--- src/rtl/draw_sprite_engine.sv ---
// Sprite blitter: walks a SPR_W x SPR_H sprite in ROM in raster order and emits
// one pixel write per ROM word, with optional horizontal mirroring and colour keying.
module draw_sprite_engine #(
  parameter int                   SPR_W      = 85,
  parameter int                   SPR_H      = 75,
  parameter int                   ADDR_W     = 13,
  parameter int                   COLOUR_W   = 3,
  parameter int                   ROM_LAT    = 1,
  parameter int                   KEY_EN     = 1,
  parameter logic [COLOUR_W-1:0]  KEY_COLOUR = 3'b111
) (
  input  logic                clock_all,
  input  logic                reset_all,
  input  logic                start,
  input  logic [8:0]          x_,
  input  logic [7:0]          y_,
  input  logic [ADDR_W-1:0]   base_addr,
  input  logic                mirror_x,
  output logic [ADDR_W-1:0]   rom_addr,
  input  logic [COLOUR_W-1:0] rom_q,
  output logic                plot,
  output logic [8:0]          out_x,
  output logic [7:0]          out_y,
  output logic [COLOUR_W-1:0] out_colour,
  output logic                busy,
  output logic                done
);

  localparam int CW = (SPR_W > 1) ? $clog2(SPR_W) : 1;
  localparam int RW = (SPR_H > 1) ? $clog2(SPR_H) : 1;
  localparam logic [ADDR_W-1:0] W_A      = ADDR_W'(SPR_W);
  localparam logic [ADDR_W-1:0] WM1_A    = ADDR_W'(SPR_W - 1);
  localparam logic [CW-1:0]     COL_LAST = CW'(SPR_W - 1);
  localparam logic [RW-1:0]     ROW_LAST = RW'(SPR_H - 1);
  localparam logic [2:0]        DRAIN_LAST = 3'(ROM_LAT - 1);

  typedef enum logic [1:0] {IDLE, FETCH, DRAIN, FINISH} state_t;

  state_t              state;
  logic [CW-1:0]       col;
  logic [RW-1:0]       row;
  logic [ADDR_W-1:0]   row_base;
  logic                mirror_r;
  logic [8:0]          x_r;
  logic [7:0]          y_r;
  logic [2:0]          drain_cnt;
  logic                issue_v;
  logic [8:0]          issue_x;
  logic [7:0]          issue_y;

  logic [ROM_LAT:1]        pipe_v;
  logic [ROM_LAT:1][8:0]   pipe_x;
  logic [ROM_LAT:1][7:0]   pipe_y;
  logic                    key_hit;

  // row_base tracks base + row*SPR_W so addresses never need a multiplier;
  // issue_* carries the screen coordinate of the address presented this cycle.
  always_ff @(posedge clock_all) begin
    if (reset_all) begin
      state     <= IDLE;
      col       <= '0;
      row       <= '0;
      row_base  <= '0;
      rom_addr  <= '0;
      mirror_r  <= 1'b0;
      x_r       <= '0;
      y_r       <= '0;
      drain_cnt <= '0;
      issue_v   <= 1'b0;
      issue_x   <= '0;
      issue_y   <= '0;
      busy      <= 1'b0;
      done      <= 1'b0;
    end else begin
      done <= 1'b0;
      case (state)
        IDLE: begin
          if (start) begin
            state    <= FETCH;
            busy     <= 1'b1;
            mirror_r <= mirror_x;
            x_r      <= x_;
            y_r      <= y_;
            col      <= '0;
            row      <= '0;
            row_base <= base_addr;
            rom_addr <= mirror_x ? base_addr + WM1_A : base_addr;
            issue_v  <= 1'b1;
            issue_x  <= x_;
            issue_y  <= y_;
          end
        end
        FETCH: begin
          if (col == COL_LAST) begin
            if (row == ROW_LAST) begin
              state     <= DRAIN;
              drain_cnt <= '0;
              issue_v   <= 1'b0;
            end else begin
              col      <= '0;
              row      <= row + 1'b1;
              row_base <= row_base + W_A;
              rom_addr <= mirror_r ? row_base + W_A + WM1_A : row_base + W_A;
              issue_x  <= x_r;
              issue_y  <= y_r + 8'(row) + 8'd1;
            end
          end else begin
            col      <= col + 1'b1;
            rom_addr <= mirror_r ? rom_addr - ADDR_W'(1) : rom_addr + ADDR_W'(1);
            issue_x  <= x_r + 9'(col) + 9'd1;
          end
        end
        DRAIN: begin
          if (drain_cnt == DRAIN_LAST) begin
            state <= FINISH;
            done  <= 1'b1;
          end else begin
            drain_cnt <= drain_cnt + 3'd1;
          end
        end
        FINISH: begin
          state <= IDLE;
          busy  <= 1'b0;
        end
        default: state <= IDLE;
      endcase
    end
  end

  // Delay line so the coordinates arrive in the same cycle as rom_q.
  always_ff @(posedge clock_all) begin
    if (reset_all) begin
      pipe_v <= '0;
      pipe_x <= '0;
      pipe_y <= '0;
    end else begin
      pipe_v[1] <= issue_v;
      pipe_x[1] <= issue_x;
      pipe_y[1] <= issue_y;
      for (int i = 2; i <= ROM_LAT; i++) begin
        pipe_v[i] <= pipe_v[i-1];
        pipe_x[i] <= pipe_x[i-1];
        pipe_y[i] <= pipe_y[i-1];
      end
    end
  end

  assign key_hit    = (KEY_EN != 0) && (rom_q == KEY_COLOUR);
  assign plot       = pipe_v[ROM_LAT] && !key_hit;
  assign out_x      = pipe_x[ROM_LAT];
  assign out_y      = pipe_y[ROM_LAT];
  assign out_colour = pipe_v[ROM_LAT] ? rom_q : '0;

endmodule
--- config.mk ---
export PLATFORM = sky130hd
export DESIGN_NAME = draw_sprite_engine
export DESIGN_NICKNAME = d
export VERILOG_FILES = /design/src/rtl/draw_sprite_engine.sv
export SDC_FILE = /design/constraint.sdc
export NUM_CORES = 1
export LEC_CHECK = 0
export ABC_AREA = 1
export CORE_MARGIN = 2
export CORE_UTILIZATION = 40
export CTS_BUF_LIST = sky130_fd_sc_hd__clkbuf_16
export CTS_CLUSTER_DIAMETER = 30
export DETAILED_ROUTE_END_ITERATION = 8
export PLACE_DENSITY = 0.61
export REMOVE_ABC_BUFFERS = 1
export SYNTH_ARGS = -nofsm -noshare
export SYNTH_HDL_FRONTEND = slang
export SYNTH_SLANG_ARGS = --single-unit
--- constraint.sdc ---
create_clock -name clock_all -period 5.8 [get_ports clock_all]
set_clock_uncertainty 0.05 [all_clocks]
set_input_delay 1.16 -clock clock_all [delete_from_list [all_inputs] [get_ports clock_all]]
set_output_delay 1.16 -clock clock_all [all_outputs]
set_load 0.005 [all_outputs]
==> results of run 1 <==
==> flip-flops by register name, summed over array words and instances, names as in the netlist <==
name and flops:
rom_addr 13, row_base 13, issue_x 9, out_x 9, x_r 9, issue_y 8
out_y 8, y_r 8, col 7, row 7, drain_cnt 3, state 2
busy 1, done 1, issue_v 1, mirror_r 1, pipe_v 1
==> placed cells by master (no fill, tap or decap), types with 9 or more instances in the layout <==
cell type,synthesis,final
nand2_1,146,146
inv_1,113,114
dfxtp_1,101,101
a21oi_1,93,93
o21ai_0,86,86
nor2_1,78,78
clkdlybuf4s50_1,0,71
nand3_1,49,49
ha_1,38,38
xor2_1,16,16
nor3_1,9,9
clkbuf_16,0,9
==> layout make-up <==
cell class	count	share of cell area, %
multi-input cells	610	48.30
flip-flops and latches	101	28.11
repair buffers	76	10.37
well taps	188	3.270
clock inverters	6	0.4523
clock buffers	9	3.131
inverters	120	6.366
==> cells by family (layout without fill, tap and decap cells) <==
| kind of cell | after synthesis | count (layout) | synth area share [%] |
|---|---|---|---|
| XOR/XNOR | 19 | 19 | 2.714 |
| adder cells (fa/ha/maj) | 41 | 41 | 8.735 |
| AND/OR/NAND/NOR | 311 | 311 | 22.53 |
| AO/OA/AOI/OAI | 239 | 239 | 22.69 |
| flip-flops | 101 | 101 | 32.98 |
| buffers and inverters | 154 | 211 | 10.35 |
==> synth_stat cells, types with 2 or more instances <==
library cell	count
nor2_8	2
o21bai_1	5
o2111ai_1	2
fa_1	3
a221oi_2	5
nand3_1	49
xor2_1	16
buf_4	3
nand4_1	8
a211oi_1	7
o211ai_1	3
a21oi_2	5
a221oi_1	5
dfxtp_1	101
o2bb2ai_1	2
nor3_2	2
clkbuf_1	23
o21ai_1	8
nor3b_1	2
nand2_2	2
nor2_2	3
and2_1	2
a211oi_2	3
xnor2_1	3
a21oi_1	93
o31ai_1	2
nor2_4	2
nor2_1	78
inv_1	113
a31oi_1	6
o21ai_0	86
nor3_1	9
nand2_1	146
ha_1	38
buf_6	3
inv_2	4
buf_2	3
o21a_1	4
==> power groups by stage <==
stage               Clock [mW]  Sequential, mW  Combinational, mW
floorplan                    0            1.07               1.11
global placement             0            1.11               1.59
detailed placement           0            1.12               1.60
CTS                      0.576            1.10               1.61
global route             0.598            1.13               1.84
finish                   0.560            1.10               1.61
==> critical path, stage by stage <==
cell             delay, ns
clkdlybuf4s50_1       0.42
nand3_1               0.09
nand2_1               0.05
inv_1                 0.05
clkdlybuf4s50_1       0.49
==> routing by layer <==
layer	vias up	part of all wire, %	wire (µm)
met5	-	0	0
met2	127	44	7159
met3	19	4.4	715
met4	0	2.1	333
met1	2612	49	7972
li1	2982	-	-
==> stage by stage <==
| stage | util (%) | hold slack (ns) | std cells | worst slack (ns) | cell area, µm² |
|---|---|---|---|---|---|
| 3_3_place_gp | 45.96 | 0.3585 | 1095 | 2.126 | 6935 |
| 2_1_floorplan | - | 0.3466 | 831 | 2.825 | 5954 |
| 6_report | 47.67 | 0.3683 | 1110 | 2.332 | 7193 |
| 4_1_cts | 47.67 | 0.3721 | 1110 | 2.329 | 7193 |
| 3_5_place_dp | 45.96 | 0.3614 | 1095 | 2.090 | 6935 |
| 5_1_grt | 47.67 | 0.3859 | 1110 | 2.237 | 7193 |
==> final timing paths <==
kind	start	end
setup / recovery	rom_q[0]	plot
hold / removal	issue_x[1]	out_x[1]
hold reg to reg	issue_x[1]	out_x[1]
setup reg to reg	state[1]	row[6]
==> impl_metrics.csv, run 1 <==
group,metric,value,unit
floorplanning,die_area,16330,µm²
synthesis,yosysSeqAreaShare,32.98,%
synthesis,synth.distinct_cells,52,
drt,viasPerCell,5.171,
worst_setup_path,r2r_slack,2.53,ns
global_route,grt_pass1_wl,26680,µm
floorplanning,rows,45,
finish,syn_to_final_growth,17.33,%
global_route,use_met3,2.922,%
floorplanning,start_util,40.63,%
power_and_ir_drop,p_int,1.822,mW
drt,post-route-drc-count,0,
clock_tree,clkTransAtPathRegs,0.07,ns
worst_setup_path,crit_fanout,2,
worst_setup_path,critPathKind,"in2out",
drt,routed_wl,16180,µm
drt,ant_nets,0,
sta,setup_violations,0,
global_route,grt_use_total,20.56,%
power_and_ir_drop,ir_drop,0.0002038,V
sta,rsz0062_at_grt,"false",
global_route,gr-usage-met2,33.44,%
min_path,min-delay-path-class,"reg2reg",
global_route,grt_use_met1,27.82,%
sta,finalSetupTns,0,ns
worst_setup_path,start_kind,"primary input",
floorplanning,core_area,15090,µm²
floorplanning,io_pins,73,
min_path,holdPathStages,2,
drt,drt_iter0_drc,360,
clock_tree,clockBufferDepth,2,
finish,fill_cells,1561,
synthesis,synth_area_leaders,"dfxtp_1 (33%), nand2_1 (8.9%), ha_1 (7.8%)",
finish,layout-drive-gt1-share,5.640,%
worst_setup_path,cp-end-kind,"output pin",
power_and_ir_drop,p_total,3.275,mW
synthesis,synth_warnings,0,
place,gp_congestion,0.8765,
synthesis,syn_area,6131,µm²
synthesis,synth_area_per_cell,7.088,µm²
global_route,grt_remaining_overflow,0,
power_and_ir_drop,p_switching,1.453,mW
sta,worst-slew-pin-transition,0.8607,ns
clock_tree,cts_buffers,9,
drt,vias,5740,
synthesis,synth_edf_count,0,
status,run_status,"finished, final reports clean",
clock_tree,cts_sinks,101,
finish,seq_area,2022,µm²
sta,hold_viol_final,0,
synthesis,post-synth-top-area-cell,"dfxtp_1",
finish,multi_input_area,3475,µm²
floorplanning,die_h,127.8,µm
clock_tree,h-tree-depth,3,
synthesis,yosysTopAreaCellShare,32.98,%
finish,diodes,0,
sta,relSlewSlack,42.54,%
place,numPortBuffers,72,
global_route,antenna_found_initial,0,
sta,fmax,0.2883,GHz
place,hpwl,11460,µm
floorplanning,die_w,127.8,µm
sta,finalMaxSlewViolations,0,
global_route,grt_max_degree,41,
synthesis,synth_ff_type,"dfxtp_1",
power_and_ir_drop,p_sw_share,44.37,%
synthesis,syn_inst,865,
worst_setup_path,required,4.59,ns
clock_tree,ctsResizeCount,0,
clock_tree,root_buffer,"clkbuf_16",
synthesis,synthArstFlopShare,0,%
global_route,busiest_layer,"met2",
worst_setup_path,ff2ff_path_depth,15,
clock_tree,clock_latency,0.36,ns
power_and_ir_drop,clockPowerShare,17.1,%
drt,drtPass1Iterations,7,
flow_run,maxCapViolations,0,
power_and_ir_drop,p_per_area,455.3,nW/µm²
global_route,grt_pass1_vias,5365,
worst_setup_path,critical_path_arrival,2.26,ns
clock_tree,cts_tree,"built",
power_and_ir_drop,seq_power_share,33.7,%
sta,min_period_over_period,59.80,%
finish,fin_nets,996,
sta,finalCriticalPeriod,3.468,ns
power_and_ir_drop,combPwrFrac,49.2,%
power_and_ir_drop,leakage,3.110,nW
drt,wl_per_cell,14.58,µm
clock_tree,post_cts_buffers,0,
clock_tree,ctsHoldBuffers,0,
synthesis,ys_seq_elements,101,
(Power assumes the default switching activity.)
==> inputs of run 2 (changes only) <==
- clock period: 5.8 -> 3.36 ns (I/O delays scaled with it)
==> impl_metrics.csv, run 2 (synthesis gave the netlist of run 1 again) <==
group,metric,value,unit
status,run_status,"finished, final reports clean",
worst_setup_path,critPathSlowestCell,"dfxtp_1",
floorplanning,io_pins,73,
worst_setup_path,critPathKind,"reg2reg",
worst_setup_path,required,3.62,ns
finish,layout-drive-gt1-share,6.566,%
worst_setup_path,max_stage_delay,0.36,ns
sta,hold_viol_final,0,
finish,fin_nets,1002,
clock_tree,h-tree-depth,3,
drt,drtPass1Iterations,5,
sta,rsz0062_at_grt,"false",
finish,syn_to_final_growth,18.49,%
place,hpwl,11730,µm
worst_setup_path,startpoint,"col[1]",
worst_setup_path,critical_path_arrival,2.91,ns
floorplanning,die_h,127.8,µm
finish,fill_cells,1544,
drt,vias,5838,
sta,finalSetupTns,0,ns
clock_tree,ctsHoldBuffers,0,
floorplanning,die_area,16330,µm²
worst_setup_path,cp_top_family,"simple AND/OR/NAND/NOR gates",
power_and_ir_drop,leakage,3.149,nW
finish,layout_common_cells,"nand2_1 (146), inv_1 (113), dfxtp_1 (101)",
sta,setup_violations,0,
clock_tree,clkTransAtPathRegs,0.07,ns
worst_setup_path,cp_common_cell,"nor2_8",
global_route,grt_pass1_wl,26500,µm
global_route,grt_max_degree,36,
sta,fmax,0.3768,GHz
finish,seq_area,2022,µm²
sta,min_period_over_period,78.98,%
place,place_inst,1101,
drt,viasPerCell,5.226,
flow_run,maxCapViolations,0,
sta,finalCriticalPeriod,2.654,ns
global_route,grt_remaining_overflow,0,
worst_setup_path,crit_chain,"inv_1 -> ha_1 -> nand2_1 -> nor2_2 -> nand3_4 -> nor2_8 -> inv_4 -> nor2_4 -> inv_2 -> nand2_4 -> nor2_8 -> inv_6 -> nand2_2 -> a21oi_1 -> o21a_1",
global_route,grt_pass1_vias,5315,
clock_tree,clockBufferDepth,2,
finish,layout_top_registers,"rom_addr (13), row_base (13)",
floorplanning,start_util,40.63,%
finish,diodes,0,
clock_tree,cts_tree,"built",
floorplanning,die_w,127.8,µm
clock_tree,ctsResizeCount,0,
sta,finalMaxSlewViolations,0,
drt,routed_wl,16300,µm
power_and_ir_drop,p_per_area,790.0,nW/µm²
worst_setup_path,crit_fanout,32,
min_path,min-delay-path-class,"reg2reg",
clock_tree,post_cts_buffers,0,
clock_tree,root_buffer,"clkbuf_16",
drt,wl_per_cell,14.59,µm
drt,ant_nets,0,
worst_setup_path,path_buf_inv,4,
sta,worst-slew-pin-transition,0.5952,ns
global_route,grt_use_total,20.45,%
floorplanning,rows,45,
clock_tree,clock_latency,0.36,ns
drt,drt_iter0_drc,332,
power_and_ir_drop,ir_drop,0.0004093,V
worst_setup_path,cp-end-kind,"register",
min_path,min_from,"issue_x[5]",
global_route,antenna_found_initial,0,
sta,relSlewSlack,60.28,%
finish,final_common_cell,"nand2_1",
worst_setup_path,r2r-start,"col[1]",
finish,multi_input_area,3475,µm²
clock_tree,cts_sinks,101,
place,gp_congestion,0.8281,
worst_setup_path,start_kind,"register",
finish,fin_cells,1117,
floorplanning,core_area,15090,µm²
place,numPortBuffers,72,
drt,post-route-drc-count,0,
clock_tree,cts_buffers,9,
run 2: power breakdown:
part | internal (mW) | switching, mW
Sequential | 1.60 | 0.282
Combinational | 1.07 | 1.76
Clock | 0.514 | 0.515
run 2: layout make-up:
| type | instances | share of cell area [%] |
|---|---|---|
| well taps | 188 | 3.238 |
| flip-flops and latches | 101 | 27.83 |
| inverters | 120 | 6.304 |
| clock buffers | 9 | 3.100 |
| repair buffers | 82 | 10.89 |
| multi-input cells | 610 | 47.83 |
| clock inverters | 7 | 0.8095 |
run 2: metal layers:
layer | global-route usage [%] | vias up | routed length (µm) | share of wire, %
met3 | 3.881 | 20 | 874 | 5.4
met2 | 33.50 | 148 | 7491 | 46
met1 | 27.66 | 2657 | 7674 | 47
met4 | 5.559 | 0 | 262 | 1.6
li1 | - | 3013 | - | -
met5 | 0 | - | 0 | 0
run 2: tightest hold or removal path, cell delays in order (launching register included):
cell	delay, ns
dfxtp_1	0.30
inv_1	0.04
nor2_1	0.04
run 2: path summary, 6_finish.rpt:
| kind | endpoint | cells after the start | slack, ns |
|---|---|---|---|
| setup / recovery | col[3] | 15 | 0.71 |
| hold / removal | out_x[5] | 2 | 0.37 |
| setup reg to reg | col[3] | 15 | 0.71 |
| hold reg to reg | out_x[5] | 2 | 0.37 |
run 2: stage by stage:
| step | util [%] | instance area, µm² | worst slack [ns] | power (mW) | hold WS [ns] |
|---|---|---|---|---|---|
| global placement | 46.26 | 6980 | 0.6608 | 4.711 | 0.3572 |
| CTS | 48.14 | 7264 | 0.6849 | 5.781 | 0.3666 |
| finish | 48.14 | 7264 | 0.7064 | 5.739 | 0.3651 |
| global route | 48.14 | 7264 | 0.4510 | 6.262 | 0.3860 |
| floorplan | - | 5954 | 0.3851 | 3.761 | 0.3466 |
| detailed placement | 46.26 | 6980 | 0.6599 | 4.730 | 0.3559 |
